<file path="src/rtl/uart_pkg.sv">
// Shared UART definitions: transmitter state encoding, default widths and
// register offsets used by both the transmit and receive sides.
package uart_pkg;

  typedef enum logic [1:0] {
    IDLE  = 2'd0,
    START = 2'd1,
    DATA  = 2'd2,
    STOP  = 2'd3
  } tx_state_t;

  localparam int UART_DATA_BITS     = 8;
  localparam int UART_CLK_DIV_WIDTH = 16;

  localparam logic [7:0] UART_REG_DATA    = 8'h00;
  localparam logic [7:0] UART_REG_STATUS  = 8'h04;
  localparam logic [7:0] UART_REG_CLK_DIV = 8'h08;

endpackage

</file>
<file path="src/rtl/uart_baud_counter.sv">
// Bit-timing down-counter; load wins over enable, zero flags the bit boundary.
module uart_baud_counter #(
  parameter int WIDTH = 16
) (
  input  logic             clk,
  input  logic             reset,
  input  logic             load,
  input  logic [WIDTH-1:0] load_value,
  input  logic             enable,
  output logic [WIDTH-1:0] count,
  output logic             zero
);

  always_ff @(posedge clk) begin
    if (reset) begin
      count <= '0;
    end else if (load) begin
      count <= load_value;
    end else if (enable) begin
      count <= count - {{(WIDTH-1){1'b0}}, 1'b1};
    end
  end

  assign zero = (count == '0);

endmodule

</file>
<file path="src/rtl/uart_tx.sv">
// 8N1 UART transmitter: valid/ready byte intake, LSB-first serialiser,
// bit timing from a divisor captured when the byte is accepted.
module uart_tx
  import uart_pkg::*;
#(
  parameter int DATA_BITS     = UART_DATA_BITS,
  parameter int CLK_DIV_WIDTH = UART_CLK_DIV_WIDTH
) (
  input  logic                     clk,
  input  logic                     reset,
  input  logic [CLK_DIV_WIDTH-1:0] clk_div,
  input  logic                     in_valid,
  output logic                     in_ready,
  input  logic [DATA_BITS-1:0]     in_data,
  output logic                     tx,
  output logic                     busy
);

  localparam int IDX_W = (DATA_BITS > 1) ? $clog2(DATA_BITS) : 1;
  localparam logic [IDX_W-1:0]         LAST_IDX = IDX_W'(DATA_BITS - 1);
  localparam logic [CLK_DIV_WIDTH-1:0] DIV_ONE  = {{(CLK_DIV_WIDTH-1){1'b0}}, 1'b1};

  tx_state_t                state, state_n;
  logic [DATA_BITS-1:0]     shift, shift_n;
  logic [IDX_W-1:0]         bit_idx, bit_idx_n;
  logic [CLK_DIV_WIDTH-1:0] div_q, div_q_n;
  logic                     tx_n;

  logic [CLK_DIV_WIDTH-1:0] div_eff;
  logic [CLK_DIV_WIDTH-1:0] tx_clks;
  logic                     tx_clks_zero;
  logic                     accept;
  logic                     active;
  logic                     boundary;
  logic                     cnt_load;
  logic [CLK_DIV_WIDTH-1:0] cnt_load_value;

  assign in_ready = (state == IDLE) && !reset;
  assign busy     = (state != IDLE);
  assign accept   = in_valid && in_ready;
  assign active   = (state != IDLE);
  assign boundary = active && tx_clks_zero;
  assign div_eff  = (clk_div == '0) ? DIV_ONE : clk_div;

  // A fresh frame loads the new divisor; a bit boundary reloads the captured one.
  assign cnt_load       = accept || boundary;
  assign cnt_load_value = accept ? (div_eff - DIV_ONE) : (div_q - DIV_ONE);

  uart_baud_counter #(
    .WIDTH (CLK_DIV_WIDTH)
  ) u_tx_clks (
    .clk        (clk),
    .reset      (reset),
    .load       (cnt_load),
    .load_value (cnt_load_value),
    .enable     (active),
    .count      (tx_clks),
    .zero       (tx_clks_zero)
  );

  always_ff @(posedge clk) begin
    if (reset) begin
      state   <= IDLE;
      tx      <= 1'b1;
      shift   <= '0;
      bit_idx <= '0;
      div_q   <= DIV_ONE;
    end else begin
      state   <= state_n;
      tx      <= tx_n;
      shift   <= shift_n;
      bit_idx <= bit_idx_n;
      div_q   <= div_q_n;
    end
  end

  always_comb begin
    state_n   = state;
    tx_n      = tx;
    shift_n   = shift;
    bit_idx_n = bit_idx;
    div_q_n   = div_q;
    case (state)
      IDLE: begin
        tx_n = 1'b1;
        if (accept) begin
          shift_n = in_data;
          div_q_n = div_eff;
          state_n = START;
          tx_n    = 1'b0;
        end
      end
      START: begin
        if (boundary) begin
          state_n   = DATA;
          tx_n      = shift[0];
          bit_idx_n = '0;
        end
      end
      DATA: begin
        if (boundary) begin
          if (bit_idx == LAST_IDX) begin
            state_n = STOP;
            tx_n    = 1'b1;
          end else begin
            bit_idx_n = bit_idx + 1'b1;
            shift_n   = shift >> 1;
            tx_n      = shift[1];
          end
        end
      end
      STOP: begin
        tx_n = 1'b1;
        if (boundary) begin
          state_n = IDLE;
        end
      end
      default: begin
        state_n = IDLE;
        tx_n    = 1'b1;
      end
    endcase
  end

endmodule
</file>
<file path="config.mk">
export PLATFORM = sky130hd
export DESIGN_NAME = uart_tx
export DESIGN_NICKNAME = d
export VERILOG_FILES = /design/src/rtl/uart_pkg.sv /design/src/rtl/uart_baud_counter.sv /design/src/rtl/uart_tx.sv
export SDC_FILE = /design/constraint.sdc
export NUM_CORES = 1
export LEC_CHECK = 0
export ABC_AREA = 1
export BUFFER_PORTS_ARGS = -buffer_cell sky130_fd_sc_hd__buf_2
export CAP_MARGIN = 10
export CORE_ASPECT_RATIO = 1.1
export CORE_MARGIN = 2
export CORE_UTILIZATION = 40
export CTS_BUF_LIST = sky130_fd_sc_hd__clkbuf_8
export DETAILED_ROUTE_END_ITERATION = 10
export SETUP_SLACK_MARGIN = 0.05
export SLEW_MARGIN = 10
export SYNTH_ARGS = -nofsm -noshare
export SYNTH_HDL_FRONTEND = slang
export SYNTH_SLANG_ARGS = --single-unit
</file>
<file path="constraint.sdc">
create_clock -name clk -period 2.83 [get_ports clk]
set_input_delay 0.283 -clock clk [delete_from_list [all_inputs] [get_ports clk]]
set_output_delay 0.283 -clock clk [all_outputs]
set_load 0.05 [all_outputs]
</file>
[Word level (Yosys, flattened, before mapping)]
Index checks and enable logic that the tools add are counted.
Cells by class
  shift operators: 0
  reductions and logical operators: 17
  add/sub/neg operators: 4
  bitwise operators: 0
  div/mod/pow operators: 0
  equality and inequality tests: 10
  multiply operators: 0
  multiplexer cells: 23
  $lt $le $gt $ge: 0
Operators by type and width (count)
  $mux W16: 4
  $sub A16 B1 Y16 const B: 3
  $logic_not A16 Y1: 2
  $mux W8: 3
  $pmux W8 S2: 1
  $ne A2 B2 Y1 const B: 6
  $mux W2: 5
  $mux W3: 3
  $pmux W2 S4: 1
  $reduce_and A4 Y1: 2
  $reduce_bool A2 Y1: 4
  $pmux W3 S2: 1
  $reduce_and A5 Y1: 1
  $eq A2 B2 Y1 const B: 2
  $mux W1: 4
  $pmux W1 S4: 1
  $reduce_and A2 Y1: 2
  $add A3 B1 Y3 const B: 1
  $eq A3 B3 Y1 const B: 1
  $logic_and A1 B1 Y1: 3
  $eq A2 B1 Y1 const B: 1
  $logic_not A2 Y1: 1
  $logic_not A1 Y1: 1
  $logic_or A1 B1 Y1: 1
Storage, ports and cells
  bits in read-only memories: 0
  bits in latches: 0
  logic and storage cells: 60
  bits in writable memories: 0
  output and inout bits: 3
  memories: 0
  register bits: 46
  input port bits: 27

[Longest topological paths before layout]
Gate-level depths: netlist (run 1).
  word-level depth: 5
  mapped depth: 19

[Hierarchy]
Synthesis (run 1) repeated with hierarchy kept, for this count alone.
Second synthesis, totals
  cells, all modules: 479
  area, all modules: 3114.2 um2
By module, submodules not included
  uart_tx: times used 1, sequential area each 600.6 um2, cells each 305, area each 1999.4 um2
  uart_baud_counter: times used 1, sequential area each 320.3 um2, cells each 174, area each 1114.8 um2

[Least setup slack after synthesis (run 1)]
No wires, ideal clock.
  kind: reg-to-reg
  from: register state[0]
  to: register u_tx_clks.count[10]
  arrival: 2.422 ns
  slack: 0.299 ns
  path buffers: 1
  stages on the path, launching flop included: 20
  setup time: 0.109 ns
  period minus slack after synthesis: 2.531 ns
  cells stage by stage: dfxtp_1 > inv_1 > ha_1 > inv_2 > nor2_4 > nand2_2 > buf_6 > nor2_2 > nand2_1 > nand2_1 > nand2_1 > nand2_1 > ha_1 > nand3_2 > nor2_4 > nand2_1 > nand2_1 > nand3_1 > nand2_1 > inv_1
RTL lines
  start: declaration: RTL line uart_tx.sv:23  | tx_state_t state, state_n;
  start signal: assignment: RTL line uart_tx.sv:69  | state <= state_n;
  $reduce_bool A2 Y1 (*)
  named net busy: RTL line uart_tx.sv:16  | output logic busy
  $logic_and A1 B1 Y1: RTL line uart_tx.sv:42  | assign boundary = active && tx_clks_zero;
  $logic_or A1 B1 Y1: RTL line uart_tx.sv:46  | assign cnt_load = accept || boundary;
  $mux W16 / $reduce_bool A2 Y1 (equally long branches)
  end signal: assignment: RTL line uart_baud_counter.sv:18  | count <= load_value;
  end signal: assignment: RTL line uart_baud_counter.sv:20  | count <= count - {{(WIDTH-1){1'b0}}, 1'b1};
  end: declaration: RTL line uart_baud_counter.sv:10  | output logic [WIDTH-1:0] count,
The timed path passes the listed nets; every way through them passes the cells marked *.
A chain may end at the register's enable or synchronous reset.

[Final worst setup path (run 1)]
  from: register state[0]
  to: register u_tx_clks.count[10]
Between the ends
  cells in the longest elaborated chain, start to end: 5
Ends and longest elaborated chain
  $logic_not A2 Y1: RTL line uart_tx.sv:38  | assign in_ready = (state == IDLE) && !reset;
  $logic_and A1 B1 Y1: RTL line uart_tx.sv:38
  $logic_and A1 B1 Y1: RTL line uart_tx.sv:40  | assign accept = in_valid && in_ready;
  $mux W16 / $logic_or A1 B1 Y1 (equally long branches): RTL line uart_tx.sv:47, uart_tx.sv:46
  $mux W16 / $reduce_bool A2 Y1 (equally long branches)
Parallel ways exist; a longest one is shown, timed or not.

==> impl_metrics.sql, run 1 <==
INSERT INTO impl_metrics (metric_group, metric, value, unit) VALUES
('global_route', 'grt_antenna_before_repair', '0', ''),
('drt', 'drt.antenna.violating_nets', '0', ''),
('global_route', 'grt.met1_usage', '24.1', '%'),
('pwr', 'static-leakage-power', '1.50', 'nW'),
('global_route', 'met2_global_route_usage', '28.5', '%'),
('pwr', 'ir_drop', '0.465', 'mV'),
('cts', 'cts_inserted_buffers', '5', ''),
('logic_synthesis', 'postSynth.asyncResetShare', '0', '%'),
('logic_synthesis', 'synth_area', '2760', 'sq um'),
('timing', 'relSlewSlack', '66.3', '%'),
('floorplan', 'fp.dieArea', '7580', 'sq um'),
('timing', 'clock_skew', '7.39', 'ps'),
('logic_synthesis', 'xor_and_xnor_fraction_of_the_mapped_netlist_area', '0.635', '%'),
('global_route', 'busiest_layer', 'met2', ''),
('pwr', 'finalPower', '2.94', 'mW'),
('logic_synthesis', 'yosys.area_share.adder', '3.63', '%'),
('global_route', 'overflow', '0', ''),
('critical_path', 'critPathCaptureType', 'flip-flop', ''),
('timing', 'final.setup.tns', '0', 'ps'),
('critical_path', 'worstPathRequired', '3030', 'ps'),
('floorplan', 'num_io_pins', '30', ''),
('logic_synthesis', 'synthesis.nets', '467', ''),
('finish', 'n_antenna_cell', '0', ''),
('timing', 'timing.final.max_slew_violations', '0', ''),
('global_route', 'first_global_vias', '2445', ''),
('logic_synthesis', 'synth.yosys.seq_area_share', '33.4', '%'),
('timing', 'final-hold-violation-count', '0', ''),
('logic_synthesis', 'yosys.cell_types.count', '34', ''),
('logic_synthesis', 'avgSynthCellArea', '6.39', 'sq um'),
('finish', 'layout.filler_cells', '706', ''),
('drt', 'post_drt_via_cell_ratio', '4.86', ''),
('floorplan', 'core-area', '6630', 'sq um'),
('cts', 'root_buffer', 'clkbuf_8', ''),
('cts', 'clock_tree.htree_level_count', '2', ''),
('worst_hold_path', 'hold_class', 'input pin to flip-flop', ''),
('critical_path', 'critical_path_peak_fanout', '17', ''),
('floorplan', 'die_w', '83.2', 'um'),
('drt', 'remaining_drc_errors', '0', ''),
('timing', 'fmax', '0.400', 'GHz'),
('critical_path', 'setup.worst_path.class', 'flip-flop to flip-flop', ''),
('logic_synthesis', 'synth_top_family_by_area', 'simple AND/OR/NAND/NOR gates', ''),
('finish', 'register_area', '921', 'sq um'),
('logic_synthesis', 'synth_enable_flop_cells', '0', ''),
('drt', 'routed-via-count', '2627', ''),
('timing', 'number_of_setup_violations_in_the_final_report', '0', ''),
('place', 'finalWeightedCongestion', '0.847', ''),
('global_route', 'groute.usage.overall', '17.7', '%'),
('finish', 'fraction_of_layout_instances_using_a_drive_strength_above_1', '12.9', '%'),
('global_route', 'grt_max_degree', '30', ''),
('logic_synthesis', 'muxShareOfSynthArea', '0.408', '%'),
('global_route', 'grt_pass1_wl', '11.1', 'mm'),
('drt', 'drtIter0Drc', '135', ''),
('logic_synthesis', 'flop_and_latch_count_out_of_synthesis', '46', ''),
('cts', 'clk-insertion-delay-late', '300', 'ps'),
('outcome', 'status', 'complete, no violations', ''),
('drt', 'drt_first_pass_iters', '4', ''),
('drt', 'wirelength', '6.33', 'mm'),
('cts', 'clock_sink_count', '46', ''),
('logic_synthesis', 'synth_compound_gate_area_share', '14.5', '%'),
('finish', 'multiInputGateArea', '1490', 'sq um'),
('logic_synthesis', 'synth-warning-count', '0', ''),
('finish', 'nNetsFinal', '494', ''),
('run', 'timing.max_cap.violations', '0', ''),
('global_route', 'globalRouteMet3Util', '3.18', '%'),
('cts', 'clock_tree_from_tritoncts', 'done', ''),
('place', 'port-buffer-count', '29', ''),
('pwr', 'cellPowerDensity', '950', 'nW/um^2'),
('finish', 'layout-area-overhead-vs-synth', '12.2', '%'),
('cts', 'clock_tree.buffer_depth', '2', ''),
('timing', 'grt_setup_unrepaired', 'yes', ''),
('logic_synthesis', 'synth_cells', '432', '');
==> cell type report <==
class	instances	area share (%)
Clock buffer	6	2.67
Clock inverter	1	0.970
Inverter	72	8.73
Multi-Input combinational cell	298	48.1
Sequential cell	46	29.7
Tap cell	82	3.31
Timing Repair Buffer	36	6.51
==> where the power goes <==
group	switching [mW]	internal, mW	total [mW]
clock network	0.218	0.283	0.501
registers	0.0867	0.811	0.897
logic	1.02	0.524	1.54
==> layer usage <==
layer	up-vias	part of all wire, %
li1	1404	-
met1	1166	48
met2	50	46
met3	7	4.5
met4	0	1.1
met5	-	0
==> registers in the layout, indices dropped and copies added (netlist names) <==
name and flops:
bit_idx 3, div_q 16, shift 8, state 2
tx 1, u_tx_clks.count 16
==> cells in the final DEF (no fill, tap or decap), types with 4 or more instances in the layout <==
| cell type | Yosys | final |
|---|---|---|
| a21oi_1 | 23 | 23 |
| buf_2 | 6 | 29 |
| dfxtp_1 | 46 | 46 |
| nand3_1 | 32 | 32 |
| nand2_1 | 103 | 103 |
| nand2_2 | 5 | 4 |
| clkbuf_8 | 0 | 6 |
| o21ai_1 | 4 | 4 |
| o21ai_0 | 36 | 36 |
| nor2_4 | 4 | 5 |
| inv_1 | 70 | 70 |
| nand3b_1 | 5 | 5 |
| buf_4 | 0 | 6 |
| nor2_1 | 56 | 56 |
| ha_1 | 8 | 8 |
==> critical path: stages (launching register included) <==
cell and delay (ps):
dfxtp_1 380, inv_1 90, ha_1 240, inv_2 100
nand3_1 100, nor2_1 120, nand2_2 90, nand2_4 180
nand2_1 80, nand2_1 150, ha_1 240, nand3_2 170
nor2_4 190, nand2_1 60, nand2_1 60, nand3_1 60
nand2_1 60, inv_1 40
==> final timing paths <==
kind / startpoint / to / slack, ps / depth (start not counted)
worst max-delay path: state[0] / u_tx_clks.count[10] / 330 / 17
worst min-delay path: in_data[7] / shift[7] / 250 / 3
worst max register to register: state[0] / u_tx_clks.count[10] / 330 / 17
worst min register to register: shift[3] / shift[3] / 450 / 2
==> cell usage after synthesis (all sizes together) (3+ instances only) <==
cell    count
inv        71
a31oi       3
a21oi      23
buf        11
o21ai      40
clkbuf      5
nor2       63
dfxtp      46
ha          8
o211ai      3
nand3      34
nand2     109
nand3b      5
==> kinds of logic (layout without fill, tap and decap cells) <==
family | count (synthesis) | count (layout)
buffers and inverters | 88 | 115
AND/OR/NAND/NOR | 213 | 213
adder cells (fa/ha/maj) | 8 | 8
AO/OA/AOI/OAI | 74 | 74
flip-flops | 46 | 46
XOR/XNOR | 2 | 2
multiplexers | 1 | 1
==> timing repair <==
action	4_1_cts	5_1_grt
gates resized for setup	0	4
buffers inserted	0	1
hold endpoints to repair	0	0
hold buffers	0	0
endpoints found under the setup margin	0	7
==> metrics by stage <==
step / setup slack (ps) / hold WS (ps) / util (%) / instances / cell area [sq um]
after CTS: 251 / 241 / 46.2 / 540 / 3070
after global placement: 360 / 435 / 44.5 / 533 / 2950
after detailed placement: 295 / 442 / 44.5 / 533 / 2950
after global routing: 50.6 / 239 / 46.7 / 541 / 3100
final: 333 / 250 / 46.7 / 541 / 3100
after floorplan: 299 / 424 / - / 432 / 2760
Power figures use the tool's default switching activity.
==> run 2: changes to the inputs <==
==> constraint.sdc (replaced) <==
create_clock -name clk -period 2.4 [get_ports clk]
set_input_delay 0.24 -clock clk [delete_from_list [all_inputs] [get_ports clk]]
set_output_delay 0.24 -clock clk [all_outputs]
set_load 0.05 [all_outputs]
==> run 2 against run 1 <==
Fmax grew 15%. Non-clock buffer count grew 7. Sequential share of layout area shrank 1.1 points. Worst setup slack lost 110 ps. Sequential power grew 18%. Critical endpoint is now u_tx_clks.count[9]. Largest power group unchanged. First-iteration DRC count grew 5.9%. Critical path depth grew 1. Final area grew 4.0%. Global-route usage is essentially flat. Cell count grew 1.3%. Clock skew grew 6.3 ps. Sequential cell count is the same.
==> impl_metrics.sql, run 2 (synthesis gave the netlist of run 1 again) <==
INSERT INTO impl_metrics (metric_group, metric, value, unit) VALUES
('global_route', 'grt_antenna_before_repair', '0', ''),
('finish', 'finish.utilization', '48.6', '%'),
('timing', 'fin_hold_ws', '210', 'ps'),
('finish', 'register_area', '922', 'sq um'),
('finish', 'top_regs', 'div_q: 16 flops, u_tx_clks.count: 16 flops, shift: 8 flops', ''),
('outcome', 'status', 'complete, no violations', ''),
('critical_path', 'number_of_cells_on_the_worst_reg_to_reg_path', '18', ''),
('place', 'dpl.hpwl', '4.66', 'mm'),
('timing', 'clock_skew', '13.6', 'ps'),
('critical_path', 'worstSetupEndpoint', 'u_tx_clks.count[9]', ''),
('place', 'place_worst_setup_slack', '-24.6', 'ps'),
('timing', 'relSlewSlack', '66.4', '%'),
('critical_path', 'path_delay_family', 'simple AND/OR/NAND/NOR gates', ''),
('cts', 'clk-insertion-delay-late', '310', 'ps'),
('timing', 'worstMarginPinSlew', '503', 'ps'),
('cts', 'clock_tree_from_tritoncts', 'done', ''),
('global_route', 'overflow', '0', ''),
('finish', 'fraction_of_layout_instances_using_a_drive_strength_above_1', '18.7', '%'),
('global_route', 'grt_max_degree', '30', ''),
('critical_path', 'worst_setup_sp', 'state[0]', ''),
('floorplan', 'dieHeight', '91.1', 'um'),
('critical_path', 'path_depth', '18', ''),
('run', 'timing.max_cap.violations', '0', ''),
('timing', 'timing.final.max_slew_violations', '0', ''),
('finish', 'multiInputGateArea', '1550', 'sq um'),
('cts', 'clock_tree.buffer_depth', '2', ''),
('drt', 'post_drt_via_cell_ratio', '4.84', ''),
('critical_path', 'cp_num_buf_inv', '4', ''),
('finish', 'layout-area-overhead-vs-synth', '16.7', '%'),
('critical_path', 'worstPathRequired', '2610', 'ps'),
('floorplan', 'initial_util', '41.6', '%'),
('drt', 'routed-via-count', '2655', ''),
('timing', 'final-hold-violation-count', '0', ''),
('timing', 'fmax', '0.460', 'GHz'),
('critical_path', 'crit_path_max_incr_delay', '350', 'ps'),
('worst_hold_path', 'hold_class', 'input pin to flip-flop', ''),
('critical_path', 'reg2reg_setup_slack', '220', 'ps'),
('finish', 'layout.cells.most_common', 'nand2_1', ''),
('place', 'port-buffer-count', '29', ''),
('floorplan', 'core-area', '6630', 'sq um'),
('cts', 'root_buffer', 'clkbuf_8', ''),
('finish', 'final_cell_mix', '96 x nand2_1, 68 x inv_1, 47 x nor2_1', ''),
('critical_path', 'critical-path-top-cell-by-count', 'nand2_1', ''),
('global_route', 'groute.usage.overall', '17.7', '%'),
('cts', 'clock_sink_count', '46', ''),
('timing', 'grt_setup_unrepaired', 'no', ''),
('critical_path', 'path_cells', 'inv_2 -> ha_4 -> inv_4 -> nor2_4 -> nand2_4 -> buf_6 -> nand2_1 -> o21ai_0 -> nand2_1 -> nand2_2 -> nor2_4 -> nand2_2 -> nor2_4 -> nand2_1 -> nand2_1 -> nand3_1 -> nand2_1 -> inv_1', ''),
('critical_path', 'setup.worst_path.class', 'flip-flop to flip-flop', ''),
('timing', 'timing.final.crit_period', '2180', 'ps'),
('floorplan', 'num_io_pins', '30', ''),
('drt', 'wirelength', '6.39', 'mm'),
('finish', 'layout.filler_cells', '699', ''),
('finish', 'nNetsFinal', '501', ''),
('critical_path', 'critical_path_peak_fanout', '17', ''),
('cts', 'clock_tree.htree_level_count', '2', ''),
('global_route', 'grt_pass1_wl', '11.1', 'mm'),
('critical_path', 'critical_path.reg2reg.startpoint', 'state[0]', ''),
('floorplan', 'die_w', '83.2', 'um'),
('critical_path', 'critPathCaptureType', 'flip-flop', ''),
('pwr', 'ir_drop', '0.620', 'mV'),
('pwr', 'cellPowerDensity', '1130', 'nW/um^2'),
('critical_path', 'r2r_end', 'u_tx_clks.count[9]', ''),
('pwr', 'static-leakage-power', '1.54', 'nW'),
('cts', 'cts_inserted_buffers', '5', ''),
('floorplan', 'placement_rows', '31', ''),
('timing', 'number_of_setup_violations_in_the_final_report', '0', ''),
('cts', 'clk_pin_slew_worst_paths', '80', 'ps'),
('finish', 'n_antenna_cell', '0', ''),
('drt', 'drt_first_pass_iters', '4', ''),
('floorplan', 'fp.dieArea', '7580', 'sq um'),
('drt', 'remaining_drc_errors', '0', ''),
('drt', 'drtIter0Drc', '143', ''),
('drt', 'drt.antenna.violating_nets', '0', ''),
('timing', 'layout_setup_ws', '224', 'ps'),
('global_route', 'first_global_vias', '2501', ''),
('drt', 'mean_routed_wirelength_per_cell', '11.7', 'um'),
('critical_path', 'cpMaxStageDelayCell', 'dfxtp_2', ''),
('critical_path', 'worstPathArrival', '2380', 'ps'),
('critical_path', 'critical_path.startpoint_type', 'flip-flop', ''),
('place', 'finalWeightedCongestion', '0.885', ''),
('timing', 'min_period_over_period', '90.7', '%');
-- run 2: changes by cell type in the layout (fill, tap and decap cells not counted), moves of 2 or more --
cell | before | now
buf_4 | 6 | 12
ha_1 | 8 | 6
ha_4 | 0 | 2
inv_1 | 70 | 68
nand2_1 | 103 | 96
nand2_2 | 4 | 11
nor2_1 | 56 | 47
nor2_2 | 2 | 11
o21ai_0 | 36 | 34
o21ai_1 | 4 | 6
-- run 2: layout make-up --
type,count,area share [%]
clock buffer,6,2.56
clock inverter,1,0.932
inverter,72,8.47
multi-input combinational,298,48.2
sequential,46,28.6
tap,82,3.19
timing repair buffer,43,8.00
-- run 2: metal layers --
metal / part of all wire [%] / wire (um) / track usage (%) / up-vias
met4: 0.99 / 63 / 4.92 / 0
met3: 3.6 / 230 / 3.45 / 5
met2: 48 / 3100 / 31.3 / 37
li1: - / - / - / 1411
met1: 47 / 3000 / 21.7 / 1202
met5: 0 / 0 / 0 / -
-- run 2: power by group --
group,leakage [nW],switching (mW),total (mW),internal [mW]
clock,0.0573,0.271,0.605,0.334
combinational,1.11,1.26,1.97,0.710
sequential,0.378,0.101,1.06,0.957
-- run 2: worst min-delay path: cells and delay by family --
kind / cells / cell delay (ps)
buf+inv: 1 / 100
simple gates: 1 / 70
compound gates: 1 / 60
-- run 2: how the worst min path moves through the flow --
stage	start	end	slack (ps)	cells past startpoint
floorplan	in_data[7]	shift[7]	400	2
global placement	shift[3]	shift[3]	440	2
detailed placement	shift[4]	shift[4]	450	2
CTS	in_data[7]	shift[7]	210	3
global route	in_data[7]	shift[7]	220	3
finish	in_data[7]	shift[7]	210	3
-- run 2: repair_timing --
item / CTS / global route
pin swaps: 2 / 9
buffers inserted: 0 / 4
endpoints found under the setup margin: 7 / 12
hold endpoints to repair: 0 / 0
hold buffers: 0 / 0
gates resized for setup: 5 / 19
-- run 2: per-stage QoR --
stage | instance area, sq um | power [mW] | TNS, ps | cells
finish | 3220 | 3.63 | 0 | 548
global route | 3220 | 3.97 | 0 | 548
CTS | 3140 | 3.57 | 0 | 544
detailed placement | 3000 | 2.90 | -72.5 | 537
global placement | 3000 | 2.88 | 0 | 537
floorplan | 2780 | 2.52 | 0 | 432
